### src/rtl/seq_num_alloc.sv
// Sequence-number allocator.
// Hands out sequence numbers to dispatching instructions and tracks the
// in-flight window from the oldest number (head) to the next free number
// (tail). Numbers are retired strictly in order by commit notifications.
// A granted squash trims the window back to the squashing instruction,
// which itself stays in flight.
//
// Full and empty are told apart only by the occupancy count. Head and tail
// are equal in both cases, so comparing them would be ambiguous.

module seq_num_alloc #(
    parameter int p_seq_num_bits = 5,
    parameter int p_max_inflight = 2 ** p_seq_num_bits
) (
    input  logic                      clk,
    input  logic                      rst,

    // Dispatch side
    input  logic                      alloc_val,
    output logic                      alloc_rdy,
    output logic [p_seq_num_bits-1:0] alloc_seq_num,

    // Commit notification bus
    input  logic                      commit_val,
    input  logic [p_seq_num_bits-1:0] commit_seq_num,

    // Granted squash from the squash arbiter
    input  logic                      squash_val,
    input  logic [p_seq_num_bits-1:0] squash_seq_num,

    // Window status
    output logic [p_seq_num_bits-1:0] head_seq_num,
    output logic [p_seq_num_bits:0]   inflight_count,
    output logic                      empty,
    output logic                      err
);

    localparam int NB = p_seq_num_bits;

    // Occupancy limit, held at the width of the count register.
    localparam logic [NB:0] MAX_COUNT = (NB + 1)'(p_max_inflight);

    // ------------------------------------------------------------------
    // State registers
    // ------------------------------------------------------------------
    logic [NB-1:0] head_q,  head_d;
    logic [NB-1:0] tail_q,  tail_d;
    logic [NB:0]   count_q, count_d;
    logic          empty_q, empty_d;
    logic          err_q,   err_d;

    // ------------------------------------------------------------------
    // Event decode
    // ------------------------------------------------------------------
    logic          slot_free;
    logic          alloc_fire;
    logic          window_nonempty;
    logic          commit_legal;
    logic          commit_bad;
    logic [NB-1:0] squash_dist;
    logic [NB:0]   squash_dist_ext;
    logic [NB:0]   squash_span;
    logic          squash_legal;
    logic          squash_bad;
    logic [NB:0]   commit_dec;

    // Allocation is gated on the registered count only. A same-cycle commit
    // does not open a slot for a same-cycle allocation. A squash in flight
    // blocks dispatch, because tail is being rewritten this cycle.
    always_comb begin
        slot_free  = (count_q < MAX_COUNT);
        alloc_rdy  = !rst && slot_free && !squash_val;
        alloc_fire = alloc_val && alloc_rdy;
    end

    // Judge commit and squash legality against the pre-cycle window.
    always_comb begin
        window_nonempty = (count_q != '0);

        commit_legal = commit_val && window_nonempty && (commit_seq_num == head_q);
        commit_bad   = commit_val && !commit_legal;

        // Age of the squashing instruction relative to head, modulo the
        // number space. It is inside the window iff that age is below count.
        squash_dist     = squash_seq_num - head_q;
        squash_dist_ext = {1'b0, squash_dist};
        squash_span     = squash_dist_ext + (NB + 1)'(1);
        squash_legal    = squash_val && window_nonempty && (squash_dist_ext < count_q);
        squash_bad      = squash_val && !squash_legal;

        commit_dec = (NB + 1)'(commit_legal);
    end

    // ------------------------------------------------------------------
    // Next-state computation
    // ------------------------------------------------------------------

    // Head advances only on an in-order commit. A squash never moves head,
    // because the squashing instruction itself stays in flight.
    always_comb begin
        head_d = head_q;
        if (commit_legal) begin
            head_d = head_q + NB'(1);
        end
    end

    // A legal squash rewinds tail to just past the squashing instruction.
    // Otherwise tail moves forward on each granted allocation. Both cannot
    // happen together, because alloc_rdy is low whenever squash_val is high.
    always_comb begin
        tail_d = tail_q;
        if (squash_legal) begin
            tail_d = squash_seq_num + NB'(1);
        end else if (alloc_fire) begin
            tail_d = tail_q + NB'(1);
        end
    end

    // Occupancy follows tail. After a squash it is the squashing
    // instruction's age plus one, minus a same-cycle commit. A commit
    // together with an allocation leaves the count unchanged.
    always_comb begin
        count_d = count_q;
        if (squash_legal) begin
            count_d = squash_span - commit_dec;
        end else begin
            count_d = count_q + (NB + 1)'(alloc_fire) - commit_dec;
        end
    end

    // Keep empty as its own flop so the output comes straight from a register.
    always_comb begin
        empty_d = (count_d == '0);
    end

    // A protocol violation latches the error flag until reset. The offending
    // event is simply ignored, so state is never corrupted.
    always_comb begin
        err_d = err_q || commit_bad || squash_bad;
    end

    // ------------------------------------------------------------------
    // Registers
    // ------------------------------------------------------------------

    // Synchronous reset wins over every same-cycle event.
    always_ff @(posedge clk) begin
        if (rst) begin
            head_q  <= '0;
            tail_q  <= '0;
            count_q <= '0;
            empty_q <= 1'b1;
            err_q   <= 1'b0;
        end else begin
            head_q  <= head_d;
            tail_q  <= tail_d;
            count_q <= count_d;
            empty_q <= empty_d;
            err_q   <= err_d;
        end
    end

    // ------------------------------------------------------------------
    // Outputs
    // ------------------------------------------------------------------

    // Every status output comes directly from a register.
    always_comb begin
        alloc_seq_num  = tail_q;
        head_seq_num   = head_q;
        inflight_count = count_q;
        empty          = empty_q;
        err            = err_q;
    end

endmodule

### config.mk
export PLATFORM = sky130hd
export DESIGN_NAME = seq_num_alloc
export DESIGN_NICKNAME = d
export VERILOG_FILES = /design/src/rtl/seq_num_alloc.sv
export SDC_FILE = /design/constraint.sdc
export NUM_CORES = 1
export LEC_CHECK = 0
export BUFFER_PORTS_ARGS = -buffer_cell sky130_fd_sc_hd__clkbuf_2
export CORE_MARGIN = 2
export CORE_UTILIZATION = 54
export DETAILED_ROUTE_END_ITERATION = 7
export PLACE_DENSITY = 0.91
export SETUP_SLACK_MARGIN = 0.15
export SLEW_MARGIN = 20
export SYNTH_ARGS = -nofsm -noshare
export SYNTH_HDL_FRONTEND = slang
export SYNTH_SLANG_ARGS = --single-unit
### constraint.sdc
create_clock -name clk -period 4.3 [get_ports clk]
set_input_delay 0.43 -clock clk [delete_from_list [all_inputs] [get_ports clk]]
set_output_delay 0.43 -clock clk [all_outputs]
set_load 0.05 [all_outputs]
==> results.toml, run 1 <==
[outcome]
outcome = "finished, final reports clean"

[critical_path]
crit_family = "adder cells"
cp_max_fo = 12
endpoint_kind = "flop"
worstPathRequired_ps = 4540
cp_slowest_stage_delay_ps = 430
worstSetupStartpointType = "flop"
worstPathArrival_ps = 4090
path_cells = "ha_1, inv_1, fa_1, xor2_1, ha_1, nand2_1, o211ai_1, nand3b_1, a221oi_2, nor2_2, buf_4, o21ai_0, ha_1, nand4_1, xnor2_1, nor2_1, a211oi_1"
crit_type = "reg -> reg"
cp_common_cell = "ha_1"
crit_buf_inv = 2
cpMaxStageDelayCell = "dfxtp_2"

[global_route]
grt_max_degree = 21
grt_pass1_wl_mm = 6.003
grt_pass1_vias = 1340
antenna_found_initial = 0
grt_overflow_total = 0
groute.usage.overall_pct = 23.74

[synthesis]
avgSynthCellArea_um2 = 8.483
ys_warn_count = 0
synth.ff_latch_count = 18
synth_top_cell_by_area = "dfxtp_1"
synth.cell_area_um2 = 1501
synthTopCellsByArea = "dfxtp_1, ha_1, xnor2_1"
synth.top_cell.area_share_pct = 24.00
synth_edf_count = 0
synth_fp_nets = 214
netlist_top_cells_count = "ha_1, inv_1, dfxtp_1"
ys_seq_area_share_pct = 24.00
synth_cells = 177
async_flop_share_pct = 0
synth_cell_types = 37
ys.flop_type = "dfxtp_1"

[clock_tree]
clk_latency_ps = 320
tritoncts = "built"
cts_sinks = 18
cts_buffers = 3
htreeDepth = 1
cts_buffer_depth = 2
cts_setup_buffers = 0
clkTransAtPathRegs_ps = 120
cts-root-buf = "clkbuf_4"

[drt]
viasPerCell = 5.779
avgRoutedWirePerCell_um = 14.93
drtPass1Iterations = 4
first_iter_violations = 56
antenna_left = 0
vias = 1410
drc = 0
wirelength_mm = 3.642

[final_layout]
multi_input_area_um2 = 1049
diodes = 0
regArea_um2 = 361.6
areaGrowthSynthToFinish_pct = 16.42
nets = 251
nFillCells = 208
drive_gt1_share_pct = 22.54
final_util_pct = 65.07

[hold_path]
hp-class = "in -> reg"

[floorplanning]
die_area_um2 = 3218
die_w_um = 56.73
start_util_pct = 55.89
core_region_area_um2 = 2686
rows = 19
io_pins = 34
die_h_um = 56.73

[power_and_ir_drop]
finalPower_mw = 1.018
leakagePower_nw = 0.7733
max-vdd-ir-drop_mv = 0.4465
power.density_nw_per_um2 = 582.2

[sta]
tightest_slew_ps = 646.7
hold_viol = 0
fin_setup_tns_ps = 0
finalCriticalPeriod_ps = 3850
fmax_mhz = 259.8
skew_ps = 1.169
rsz0062_at_grt = "no"
setup_viol = 0
slew_viol_final = 0
slew_headroom_pct = 56.30
fin_crit_sh_pct = 89.53

[placed_design]
portBuffers = 33
detailed_place_hpwl_mm = 2.781
place.gp.congestion = 0.9335

[flow_run]
maxCapViolations = 0
==> report_power, final <==
group | switching (mW) | internal [mW]
logic | 0.420 | 0.229
registers | 0.0438 | 0.210
clock network | 0.0635 | 0.0519
==> final timing paths <==
check | start | to | slack, ps | depth (start not counted)
min reg2reg | err | err | 550 | 2
max | head_seq_num[0] | alloc_seq_num[4] | 450 | 17
min | squash_seq_num[0] | alloc_seq_num[0] | 360 | 2
max reg2reg | head_seq_num[0] | alloc_seq_num[4] | 450 | 17
==> cell type report <==
class	instances	share of cell area, %
Clock buffer	4	2.076
Inverter	20	4.295
Multi-Input combinational cell	135	59.99
Sequential cell	18	20.69
Tap cell	31	2.219
Timing Repair Buffer	36	10.74
==> through the flow <==
stage,worst slack [ps],instance area [um2],hold slack (ps),instances
after floorplan,509.7,1501,525.6,177
after global placement,684.3,1710,497.4,240
after detailed placement,435.9,1710,504.9,240
after CTS,398.4,1747,351.4,244
after global routing,176.9,1748,371.9,244
final,450.2,1748,356.6,244
==> worst register-to-register path: cells and delay by family (launching register included) <==
family / cells / cell delay [ps]
AO/OA/AOI/OAI: 4 / 980
XOR/XNOR: 2 / 390
buffers and inverters: 2 / 260
adder cells (fa/ha/maj): 4 / 1230
flip-flops: 1 / 430
AND/OR/NAND/NOR: 5 / 510
==> placed cells by master (no fill, tap or decap), drive strengths merged, types with 3 or more instances in the layout <==
cell type and count:
a211oi 6, a21oi 13, buf 3, clkbuf 37, dfxtp 18, ha 20
inv 20, mux2i 4, nand2 9, nand3 4, nand4 5, nor2 15
nor3 3, o21ai 6, xnor2 14, xor2 11
==> metal layers <==
layer  part of all wire [%]  vias to the layer above  global-route usage (%)
li1                       -                      686                       -
met4                    2.6                        0                   11.63
met1                     42                      658                   28.63
met5                      0                        -                       0
met3                    5.0                        9                   1.382
met2                     50                       57                   42.36
==> kinds of logic (layout without fill, tap and decap cells) <==
group                    after synthesis  in the layout  synth area share (%)
AND/OR/NAND/NOR                       47             47                 16.00
AO/OA/AOI/OAI                         36             36                 16.00
XOR/XNOR                              25             25                 15.08
buffers and inverters                 24             60                 6.167
adder cells (fa/ha/maj)               22             22                 19.33
flip-flops                            18             18                 24.00
multiplexers                           5              5                 3.417
==> registers in the layout (all words and copies together) (netlist names) <==
| signal | flops |
|---|---|
| err | 1 |
| alloc_seq_num | 5 |
| head_seq_num | 5 |
| inflight_count | 6 |
| empty | 1 |
==> repair_timing <==
item,in CTS,in global routing
setup endpoints to repair,0,2
gates resized for setup,0,1
hold buffers,0,0
(Power assumes the default switching activity.)
==> run 2: changes to the inputs <==
--- a/config.mk
+++ b/config.mk
@@ -9,7 +9,7 @@
 export CORE_MARGIN = 2
 export CORE_UTILIZATION = 54
 export DETAILED_ROUTE_END_ITERATION = 7
-export PLACE_DENSITY = 0.91
+export PLACE_DENSITY_LB_ADDON = 0.2
 export SETUP_SLACK_MARGIN = 0.15
 export SLEW_MARGIN = 20
 export SYNTH_ARGS = -nofsm -noshare
==> results.toml, run 2 (same netlist as run 1, synthesis figures left out) <==
[placed_design]
dpl_worst_slack_ps = 471.6
detailed_place_hpwl_mm = 2.804
place.gp.congestion = 0.8393
placed_area_um2 = 1710
portBuffers = 33

[flow_run]
maxCapViolations = 0

[sta]
worst_slack_ps = 600.0
fmax_mhz = 270.3
slew_headroom_pct = 56.94
setup_viol = 0
skew_ps = 0.5208
slew_viol_final = 0
fin_setup_tns_ps = 0
tightest_slew_ps = 637.2
fin_crit_sh_pct = 86.05
hold_viol = 0
finalCriticalPeriod_ps = 3700
rsz0062_at_grt = "no"

[clock_tree]
tritoncts = "built"
cts_buffer_depth = 2
htreeDepth = 1
clk_latency_ps = 310
clkTransAtPathRegs_ps = 110
cts_buffers = 3
cts-root-buf = "clkbuf_4"
cts-hold-fix-buffers = 0
cts_sinks = 18

[critical_path]
worstPathArrival_ps = 3930
endpoint_kind = "flop"
worstSetupStartpointType = "flop"
startpoint = "head_seq_num[0]"
worstPathRequired_ps = 4530
crit_type = "reg -> reg"
cp_max_fo = 12
r2r_start = "head_seq_num[0]"
r2r_cells = 17

[final_layout]
largest_reg_flops = 6
layout_common_cells = "clkbuf_2, inv_1, ha_1"
final_common_cell = "clkbuf_2"
regArea_um2 = 361.6
final_area_um2 = 1748
nFillCells = 236
drive_gt1_share_pct = 22.54
areaGrowthSynthToFinish_pct = 16.42
multi_input_area_um2 = 1049
diodes = 0
nets = 251

[global_route]
grt_overflow_total = 0
antenna_found_initial = 0
grt_max_degree = 21
groute.usage.overall_pct = 23.14
grt_pass1_wl_mm = 5.796
grt_pass1_vias = 1280

[hold_path]
min-delay-start = "squash_seq_num[0]"
hold_depth = 2
hp-class = "in -> reg"

[power_and_ir_drop]
power.density_nw_per_um2 = 572.2
leakagePower_nw = 0.7733
max-vdd-ir-drop_mv = 0.4358

[drt]
antenna_left = 0
wirelength_mm = 3.523
drc = 0
drtPass1Iterations = 4
first_iter_violations = 53
vias = 1363
avgRoutedWirePerCell_um = 14.44
viasPerCell = 5.586

[floorplanning]
rows = 19
die_h_um = 56.73
die_area_um2 = 3218
start_util_pct = 55.89
die_w_um = 56.73
core_region_area_um2 = 2686
io_pins = 34

[outcome]
outcome = "finished, final reports clean"
==> run 2: cell counts in the layout (fill, tap and decap cells not counted) <==
Identical to the previous run, type by type.
==> run 2: timing repair <==
| action | CTS | global route |
|---|---|---|
| buffers inserted | 0 | 0 |
| setup endpoints to repair | 0 | 1 |
| resized for setup | 0 | 1 |
==> run 2: final timing paths <==
kind                                          to  slack, ps
worst min register to register               err        540
worst max register to register  alloc_seq_num[4]        600
worst min-delay path            alloc_seq_num[0]        340
worst max-delay path            alloc_seq_num[4]        600
==> run 2: critical path: stages (launching register included) <==
cell      delay [ps]
dfxtp_2          420
ha_1             190
inv_1             60
fa_1             410
xor2_1           230
ha_1             320
nand2_1           70
o211ai_1         160
nand3b_1         110
a221oi_2         370
nor2_2           100
buf_4            190
o21ai_0          180
ha_1             260
nand4_1          140
xnor2_1          150
nor2_1            50
a211oi_1         210
==> run 2: routing by layer <==
metal  global-route usage, %  vias up  routed length (um)
li1                        -      683                   -
met1                   29.00      631                1583
met2                   38.37       38                1675
met3                   3.687       11                 156
met4                   11.30        0                 108
met5                       0        -                   0
==> run 2: power by group <==
part / total (mW) / internal, mW / switching [mW]
combinational: 0.633 / 0.226 / 0.408
sequential: 0.255 / 0.210 / 0.0448
clock: 0.112 / 0.0518 / 0.0604
==> run 2: stage by stage <==
step                      utilization [%]  std cells  power, mW  hold WS (ps)
after floorplan                         -        177     0.7438         525.6
after global placement              63.67        240     0.8713         500.2
after detailed placement            63.67        240     0.8854         502.3
after CTS                           65.02        244     0.9975         347.1
after global routing                65.07        244      1.074         354.2
final                               65.07        244      1.000         344.9
==> run 2: final cells by class <==
cell class	instances	share of cell area, %
clock buffer	4	2.076
multi-input combinational	135	59.99
tap	31	2.219
sequential	18	20.69
inverter	20	4.295
timing repair buffer	36	10.74
==> run 3: changes to the inputs <==
--- a/config.mk
+++ b/config.mk
@@ -5,7 +5,7 @@
 export SDC_FILE = /design/constraint.sdc
 export NUM_CORES = 1
 export LEC_CHECK = 0
-export BUFFER_PORTS_ARGS = -buffer_cell sky130_fd_sc_hd__clkbuf_2
+export BUFFER_PORTS_ARGS = -buffer_cell sky130_fd_sc_hd__buf_2
 export CORE_MARGIN = 2
 export CORE_UTILIZATION = 54
 export DETAILED_ROUTE_END_ITERATION = 7
==> results.toml, run 3 (same netlist as run 1, synthesis figures left out) <==
[final_layout]
regArea_um2 = 360.3
areaGrowthSynthToFinish_pct = 16.33
nFillCells = 238
largest_reg_flops = 6
multi_input_area_um2 = 1049
nets = 251
layout_common_cells = "buf_2, inv_1, ha_1"
diodes = 0
final_common_cell = "buf_2"
drive_gt1_share_pct = 22.07
final_util_pct = 65.02

[critical_path]
cp_slowest_stage_delay_ps = 490
worstSetupStartpointType = "flop"
r2r_start = "head_seq_num[0]"
cpMaxStageDelayCell = "dfxtp_1"
cp_max_fo = 12
path_cells = "ha_1, inv_1, fa_1, xor2_1, ha_1, nand2_1, o211ai_1, nand3b_1, a221oi_2, nor2_2, buf_4, o21ai_0, ha_1, nand4_1, xnor2_1, nor2_1, a211oi_1"
r2r_slack_ps = 560
worstPathRequired_ps = 4530
worstPathArrival_ps = 3970
cp_common_cell = "ha_1"
endpoint_kind = "flop"
crit_type = "reg -> reg"
startpoint = "head_seq_num[0]"

[global_route]
grt_max_degree = 21
grt_overflow_total = 0
grt_pass1_wl_mm = 5.761
grt_pass1_vias = 1326
groute.usage.overall_pct = 22.56
antenna_found_initial = 0

[sta]
fin_crit_sh_pct = 87.02
hold_viol = 0
fin_setup_tns_ps = 0
tightest_slew_ps = 580.4
skew_ps = 1.599
finalCriticalPeriod_ps = 3742
setup_viol = 0
slew_headroom_pct = 60.78
holdWs_ps = 351.4
slew_viol_final = 0
fmax_mhz = 267.2
rsz0062_at_grt = "no"

[drt]
viasPerCell = 5.672
avgRoutedWirePerCell_um = 14.02
vias = 1384
wirelength_mm = 3.420
drtPass1Iterations = 4
drc = 0
first_iter_violations = 65
antenna_left = 0

[clock_tree]
tritoncts = "built"
clkTransAtPathRegs_ps = 110
cts-root-buf = "clkbuf_4"
cts_buffers = 3
cts_setup_buffers = 0
clk_latency_ps = 300
cts-hold-fix-buffers = 0
htreeDepth = 1
cts_buffer_depth = 2
cts_sinks = 18
cts_resized = 0

[floorplanning]
start_util_pct = 55.89
rows = 19
die_h_um = 56.73
io_pins = 34
die_w_um = 56.73
core_region_area_um2 = 2686
die_area_um2 = 3218

[flow_run]
maxCapViolations = 0

[hold_path]
hp-class = "in -> reg"
min-delay-start = "squash_seq_num[0]"

[placed_design]
portBuffers = 33
place.gp.congestion = 0.8490
detailed_place_hpwl_mm = 2.803

[power_and_ir_drop]
leakagePower_nw = 0.7814
power.density_nw_per_um2 = 570.5
max-vdd-ir-drop_mv = 0.5279

[outcome]
outcome = "finished, final reports clean"
-- run 3: changes by cell type in the layout (fill, tap and decap cells not counted) --
cell | previous run | this run
dfxtp_1 | 17 | 18
buf_2 | 0 | 33
dfxtp_2 | 1 | 0
clkbuf_2 | 33 | 0
-- run 3: per-layer routing --
| layer | GRT usage (%) | vias up | share of wire, % | routed length (um) |
|---|---|---|---|---|
| met4 | 8.306 | 0 | 1.6 | 54 |
| met1 | 30.37 | 659 | 46 | 1569 |
| met3 | 2.304 | 6 | 3.0 | 104 |
| li1 | - | 687 | - | - |
| met5 | 0 | - | 0 | 0 |
| met2 | 37.21 | 32 | 49 | 1692 |
-- run 3: area by class of cell --
cell class              count  share of cell area, %
inverters                  20                  4.298
flip-flops and latches     18                  20.63
clock buffers               4                  2.077
multi-input cells         135                  60.03
repair buffers             36                  10.74
well taps                  31                  2.221
-- run 3: per-stage QoR --
stage	setup WS, ps	total power, mW	instances	instance area, um2
floorplan	509.7	0.7438	177	1501
global placement	663.2	0.8716	240	1710
detailed placement	516.5	0.8919	240	1710
CTS	592.4	1.002	244	1747
global route	158.4	1.081	244	1747
finish	558.1	0.9965	244	1747
-- run 3: path summary, 6_finish.rpt --
| path | to | cells past startpoint |
|---|---|---|
| min | alloc_seq_num[0] | 2 |
| min reg2reg | err | 2 |
| max reg2reg | alloc_seq_num[4] | 17 |
| max | alloc_seq_num[4] | 17 |
-- run 3: where the power goes --
part	total (mW)	switching, mW	internal [mW]
clock network	0.109	0.0571	0.0517
logic	0.635	0.408	0.228
registers	0.253	0.0426	0.210
-- run 3: worst max-delay path, delay by kind of cell (launching register included) --
family	cells	cell delay [ps]
buffers and inverters	2	240
and+or+nand+nor	5	470
adders and majority gates	4	1180
DFF	1	490
AOI/OAI and AO/OA	4	900
xor gates and xnor gates	2	370
